## src/rtl/scie_resp_queue.sv

```systemverilog
// rtl/scie_resp_queue.sv - delays SCIE result-producing reads and queues io_rd for writeback
module scie_resp_queue #(
  parameter int         LATENCY     = 1,
  parameter int         DEPTH       = 4,
  parameter logic [6:0] RESP_OPCODE = 7'h5B
) (
  input  logic        clock,
  input  logic        reset,
  input  logic        io_issue_valid,
  input  logic [31:0] io_issue_insn,
  output logic        io_issue_ready,
  input  logic [31:0] io_scie_rd,
  output logic        io_resp_valid,
  input  logic        io_resp_ready,
  output logic [31:0] io_resp_data,
  output logic [4:0]  io_resp_rd_idx
);

  localparam int PW = $clog2(DEPTH);
  localparam int CW = PW + 1;
  localparam int OW = $clog2(DEPTH + LATENCY + 2) + 1;

  logic               is_read;
  logic               fire;
  logic               push;
  logic               pop;
  logic [LATENCY-1:0] pipe_v;
  logic [4:0]         pipe_idx [LATENCY];
  logic               cap_v;
  logic [4:0]         cap_idx;
  logic [31:0]        cap_data;
  logic [36:0]        mem [DEPTH];
  logic [PW-1:0]      wr_ptr;
  logic [PW-1:0]      rd_ptr;
  logic [CW-1:0]      fifo_count;
  logic [OW-1:0]      inflight_count;
  logic [OW-1:0]      occupancy;

  assign is_read = (io_issue_insn[6:0] == RESP_OPCODE) && (io_issue_insn[11:7] != 5'd0);

  // The capture register holds a reserved slot too, so it is counted as in flight.
  always_comb begin
    inflight_count = OW'(cap_v);
    for (int i = 0; i < LATENCY; i++) begin
      inflight_count = inflight_count + OW'(pipe_v[i]);
    end
  end

  assign occupancy      = OW'(fifo_count) + inflight_count;
  assign io_issue_ready = !is_read || (occupancy < OW'(DEPTH));
  assign fire           = io_issue_valid && io_issue_ready;

  always_ff @(posedge clock or posedge reset) begin
    if (reset) begin
      pipe_v   <= '0;
      cap_v    <= 1'b0;
      cap_idx  <= '0;
      cap_data <= '0;
      for (int i = 0; i < LATENCY; i++) begin
        pipe_idx[i] <= '0;
      end
    end else begin
      pipe_v[0]   <= fire && is_read;
      pipe_idx[0] <= io_issue_insn[11:7];
      for (int i = 1; i < LATENCY; i++) begin
        pipe_v[i]   <= pipe_v[i-1];
        pipe_idx[i] <= pipe_idx[i-1];
      end
      cap_v   <= pipe_v[LATENCY-1];
      cap_idx <= pipe_idx[LATENCY-1];
      if (pipe_v[LATENCY-1]) begin
        cap_data <= io_scie_rd;
      end
    end
  end

  assign push = cap_v;
  assign pop  = io_resp_valid && io_resp_ready;

  always_ff @(posedge clock) begin
    if (push) begin
      mem[wr_ptr] <= {cap_data, cap_idx};
    end
  end

  always_ff @(posedge clock or posedge reset) begin
    if (reset) begin
      wr_ptr     <= '0;
      rd_ptr     <= '0;
      fifo_count <= '0;
    end else begin
      if (push) begin
        wr_ptr <= wr_ptr + 1'b1;
      end
      if (pop) begin
        rd_ptr <= rd_ptr + 1'b1;
      end
      case ({push, pop})
        2'b10:   fifo_count <= fifo_count + 1'b1;
        2'b01:   fifo_count <= fifo_count - 1'b1;
        default: fifo_count <= fifo_count;
      endcase
    end
  end

  assign io_resp_valid  = (fifo_count != '0);
  assign io_resp_data   = io_resp_valid ? mem[rd_ptr][36:5] : 32'd0;
  assign io_resp_rd_idx = io_resp_valid ? mem[rd_ptr][4:0]  : 5'd0;

endmodule

```

## config.mk

```make
export PLATFORM = sky130hd
export DESIGN_NAME = scie_resp_queue
export DESIGN_NICKNAME = d
export VERILOG_FILES = /design/src/rtl/scie_resp_queue.sv
export SDC_FILE = /design/constraint.sdc
export NUM_CORES = 1
export LEC_CHECK = 0
export ABC_AREA = 0
export BUFFER_PORTS_ARGS = -buffer_cell sky130_fd_sc_hd__buf_2
export CELL_PAD_IN_SITES_DETAIL_PLACEMENT = 1
export CELL_PAD_IN_SITES_GLOBAL_PLACEMENT = 1
export CORE_ASPECT_RATIO = 1.5
export CORE_MARGIN = 2
export CORE_UTILIZATION = 44
export DETAILED_ROUTE_END_ITERATION = 6
export PLACE_DENSITY_LB_ADDON = 0.1
export SYNTH_ARGS = -nofsm -noshare
export SYNTH_HDL_FRONTEND = slang
export SYNTH_SLANG_ARGS = --single-unit
```

## constraint.sdc

```tcl
create_clock -name clock -period 1.8 [get_ports clock]
set_input_delay 0.09 -clock clock [delete_from_list [all_inputs] [get_ports clock]]
set_output_delay 0.09 -clock clock [all_outputs]
set_load 0.1 [all_outputs]
```

==> run summary <==
Met1 Routed Length - 6050 microns
Setup repair after global routing missed its margin - yes
Number of DRC markers in iteration 0 - 99
Mapped Avg Cell Area - 20.8 sq um
Part of the power in the clock network - 18.7%
Share of final-layout standard cells stronger than drive strength 1 - 50.5%
Routability Congestion - 0.737
Via count - 3862
Max Clk Rate - 0.477 GHz
Die Area - 18200 sq um
Leakage - 3.95 nW
Class of the worst hold path - in2reg
Max Slew Vio Count - 0
P&R area growth vs syn - 35.5%
Placement-stage cell area - 8480 sq um
Count of final hold-check violations - 0
Critical path fanouts, max - 6
Library cells used by synthesis - 25
Violated checks - negative setup slack
Post-DR wirelength/cell - 20.7 microns
Measured slew at the worst slew-check pin - 0.418 ns
Worst Slack Setup Final - -0.297 ns
Clock-pin slew on the worst setup and hold paths - 0.07 ns
Yosys Warn Count - 0
Total design power - 18.9 mW
Share of total power in sequential cells - 28.1%
Vias per inst - 5.21
Highest metal layer with signal wires - met4
Max-capacitance violation count - 0
Worst slew margin relative to its limit - 72.0%
Combinational fraction of design power - 53.2%
Most common flop cell mapped by yosys - edfxtp_1
Worst ir drop on vdd - 1.59 mV
P_sw - 7.73 mW
DP Worst Slack - -0.0524 ns
# IOs - 107
Number of H-tree branching levels - 4
Proportion of register bits with asynchronous set or reset after synthesis - 25.6%
Non-Filler Instances - 741
Type of the worst setup path - reg2out
Clock tree skew after final layout - 0.0102 ns
HPWL after detailed placement - 8890 microns
Net count after synthesis - 437
Maximum buffer depth of the clock tree - 2
Width of the die - 111 microns
Wire length of the first global-routing pass - 23900 microns
Global-route usage over all layers - 17.7%
Data required time at the worst endpoint - 1.71 ns
Count of endpoints failing setup in the final report - 38
Remaining number of nets flagged by the antenna check after routing - 0
Synthesized flop and latch total - 199
Int Power - 11.1 mW
Share of total power consumed by net switching - 41.0%
Clk root buf - clkbuf_16
Fin crit period - 2.10 ns
Number of rows created at floorplan - 58
Setup tns final - -10.22 ns
N_diodes - 0
TritonCTS sink count - 199
Maximum number of pins on one net before global-route repair - 52
Clock tree from TritonCTS - yes
Antenna violations before repair - 0
Length of routed met3 wiring - 414 microns
Share of the clock period used by the worst path - 116%
Port Buffers - 86
Placed cell count - 662
CORE AREA - 16800 sq um
Launching element type of the critical path - flop
Number of enable flip-flop cells after synthesis - 148
Number of global-route vias before repair - 4371
Number of DRC violations after detailed routing - 0
Capturing element type of the critical path - primary output
CTS buffer count - 17
Overflow left after global routing - 0
Aggregate routed wire length - 15400 microns
Floorplan die height - 164 microns
Data arrival time at the worst-slack endpoint - 2.01 ns
Outcome - finished with violations
Fillers - 1412
Met2 layer wire length in the routed design - 8640 microns
Netlist area before placement - 7530 sq um
Cell Pwr Density - 1850 nW/um^2
Starting density of the core - 44.9%
Clock network latency to the later pin of the worst-skew pair - 0.42 ns
Summed area of non-filler cells in the final layout - 10200 sq um
Final net count - 593
Gate count after technology mapping - 362
Sequential-to-total area share from yosys stat - 76.0%
Total iterations of the first detailed-routing run - 4
[power by group through the flow]
stage,combinational [mW],clock [mW],sequential [mW]
global route,10.3,3.77,5.32
CTS,9.72,3.60,5.28
detailed placement,7.27,0,5.37
floorplan,6.03,0,5.29
global placement,7.23,0,5.34
finish,10.0,3.53,5.30
[layout by cell type (no fill, tap or decap), types with 3 or more instances in the layout]
cell type	instances
clkbuf_16	18
mux2_2	32
ha_1	4
inv_8	3
buf_2	47
inv_1	6
and2_2	4
buf_4	12
dfrtp_1	47
edfxtp_1	148
clkinv_4	4
and2_4	38
buf_12	51
dlygate4sd3_1	40
dfrtp_2	3
mux4_2	37
xor2_1	4
[timing repair]
item                                    in CTS  in global routing
hold endpoints to repair                    90                  0
gates cloned                                 1                  1
endpoints found under the setup margin      41                 41
setup buffers                                4                  2
pin swaps                                    7                  5
hold buffers                                40                  0
resized for setup                          177                 26
[final timing paths]
kind                                   from                to  slack, ns  cells past startpoint
setup reg to reg              fifo_count[0]     fifo_count[2]      -0.06                      8
hold / removal             io_issue_insn[3]            pipe_v       0.09                      4
hold reg to reg                 pipe_idx[1]        cap_idx[1]       0.35                      0
min in group asynchronous             reset      cap_data[17]       0.26                      4
setup / recovery                  rd_ptr[0]  io_resp_data[13]      -0.30                      4
max in group asynchronous             reset         rd_ptr[0]       1.24                      4
[registers in the layout, indices dropped and copies added (netlist names)]
signal	flops
mem	148
cap_data	32
cap_idx	5
pipe_idx	5
fifo_count	3
rd_ptr	2
wr_ptr	2
cap_v	1
pipe_v	1
[through the flow]
stage          hold slack (ns)  utilization (%)
6_report                0.0897             60.9
4_1_cts                 0.0904             60.3
2_1_floorplan            0.121                -
5_1_grt                 0.0973             60.9
3_5_place_dp             0.180             50.6
3_3_place_gp             0.176             50.6
[cell type report]
type                            count  area (sq um)  share of cell area [%]
Clock inverter                     15           126                    1.24
Timing Repair Buffer              153          1800                    17.6
Tap cell                          210           263                    2.57
Sequential cell                   199          5730                    56.1
Inverter                            8          30.0                   0.294
Multi-Input combinational cell    139          1840                    18.0
Clock buffer                       17           425                    4.17
[routing by layer]
| layer | GRT usage (%) | up-vias |
|---|---|---|
| li1 | - | 1720 |
| met1 | 20.5 | 2045 |
| met2 | 33.2 | 75 |
| met3 | 2.95 | 22 |
| met4 | 6.02 | 0 |
| met5 | 0 | - |
[cells by family (layout without fill, tap and decap cells)]
| family | Yosys count | in the layout | synth area share, % |
|---|---|---|---|
| DFF | 199 | 199 | 76.0 |
| muxes | 69 | 69 | 15.8 |
| and+or+nand+nor | 52 | 52 | 4.27 |
| buffers and inverters | 24 | 193 | 1.59 |
| adders and majority gates | 7 | 7 | 1.26 |
| xor gates and xnor gates | 6 | 6 | 0.698 |
| AOI/OAI and AO/OA | 5 | 5 | 0.365 |
[synth_stat cells, types with 2 or more instances]
library cell | count | share of area (%)
ha_1 | 6 | 1.0
o21ai_0 | 3 | 0.20
nand2_1 | 2 | 0.10
xor2_1 | 4 | 0.47
mux4_2 | 37 | 11
clkbuf_1 | 6 | 0.30
and2_1 | 42 | 3.5
xnor2_1 | 2 | 0.23
buf_6 | 2 | 0.30
buf_2 | 6 | 0.40
edfxtp_1 | 148 | 59
nor2_1 | 2 | 0.10
mux2_2 | 32 | 4.8
dfrtp_1 | 51 | 17
buf_4 | 2 | 0.20
inv_1 | 8 | 0.40
[worst max-delay path, cell delays in order, from the launching register on]
cell       delay, ns
dfrtp_4         0.55
clkbuf_16       0.19
mux4_2          0.50
and2_4          0.18
buf_12          0.16
No activity file was read; power rests on OpenSTA's default activity.
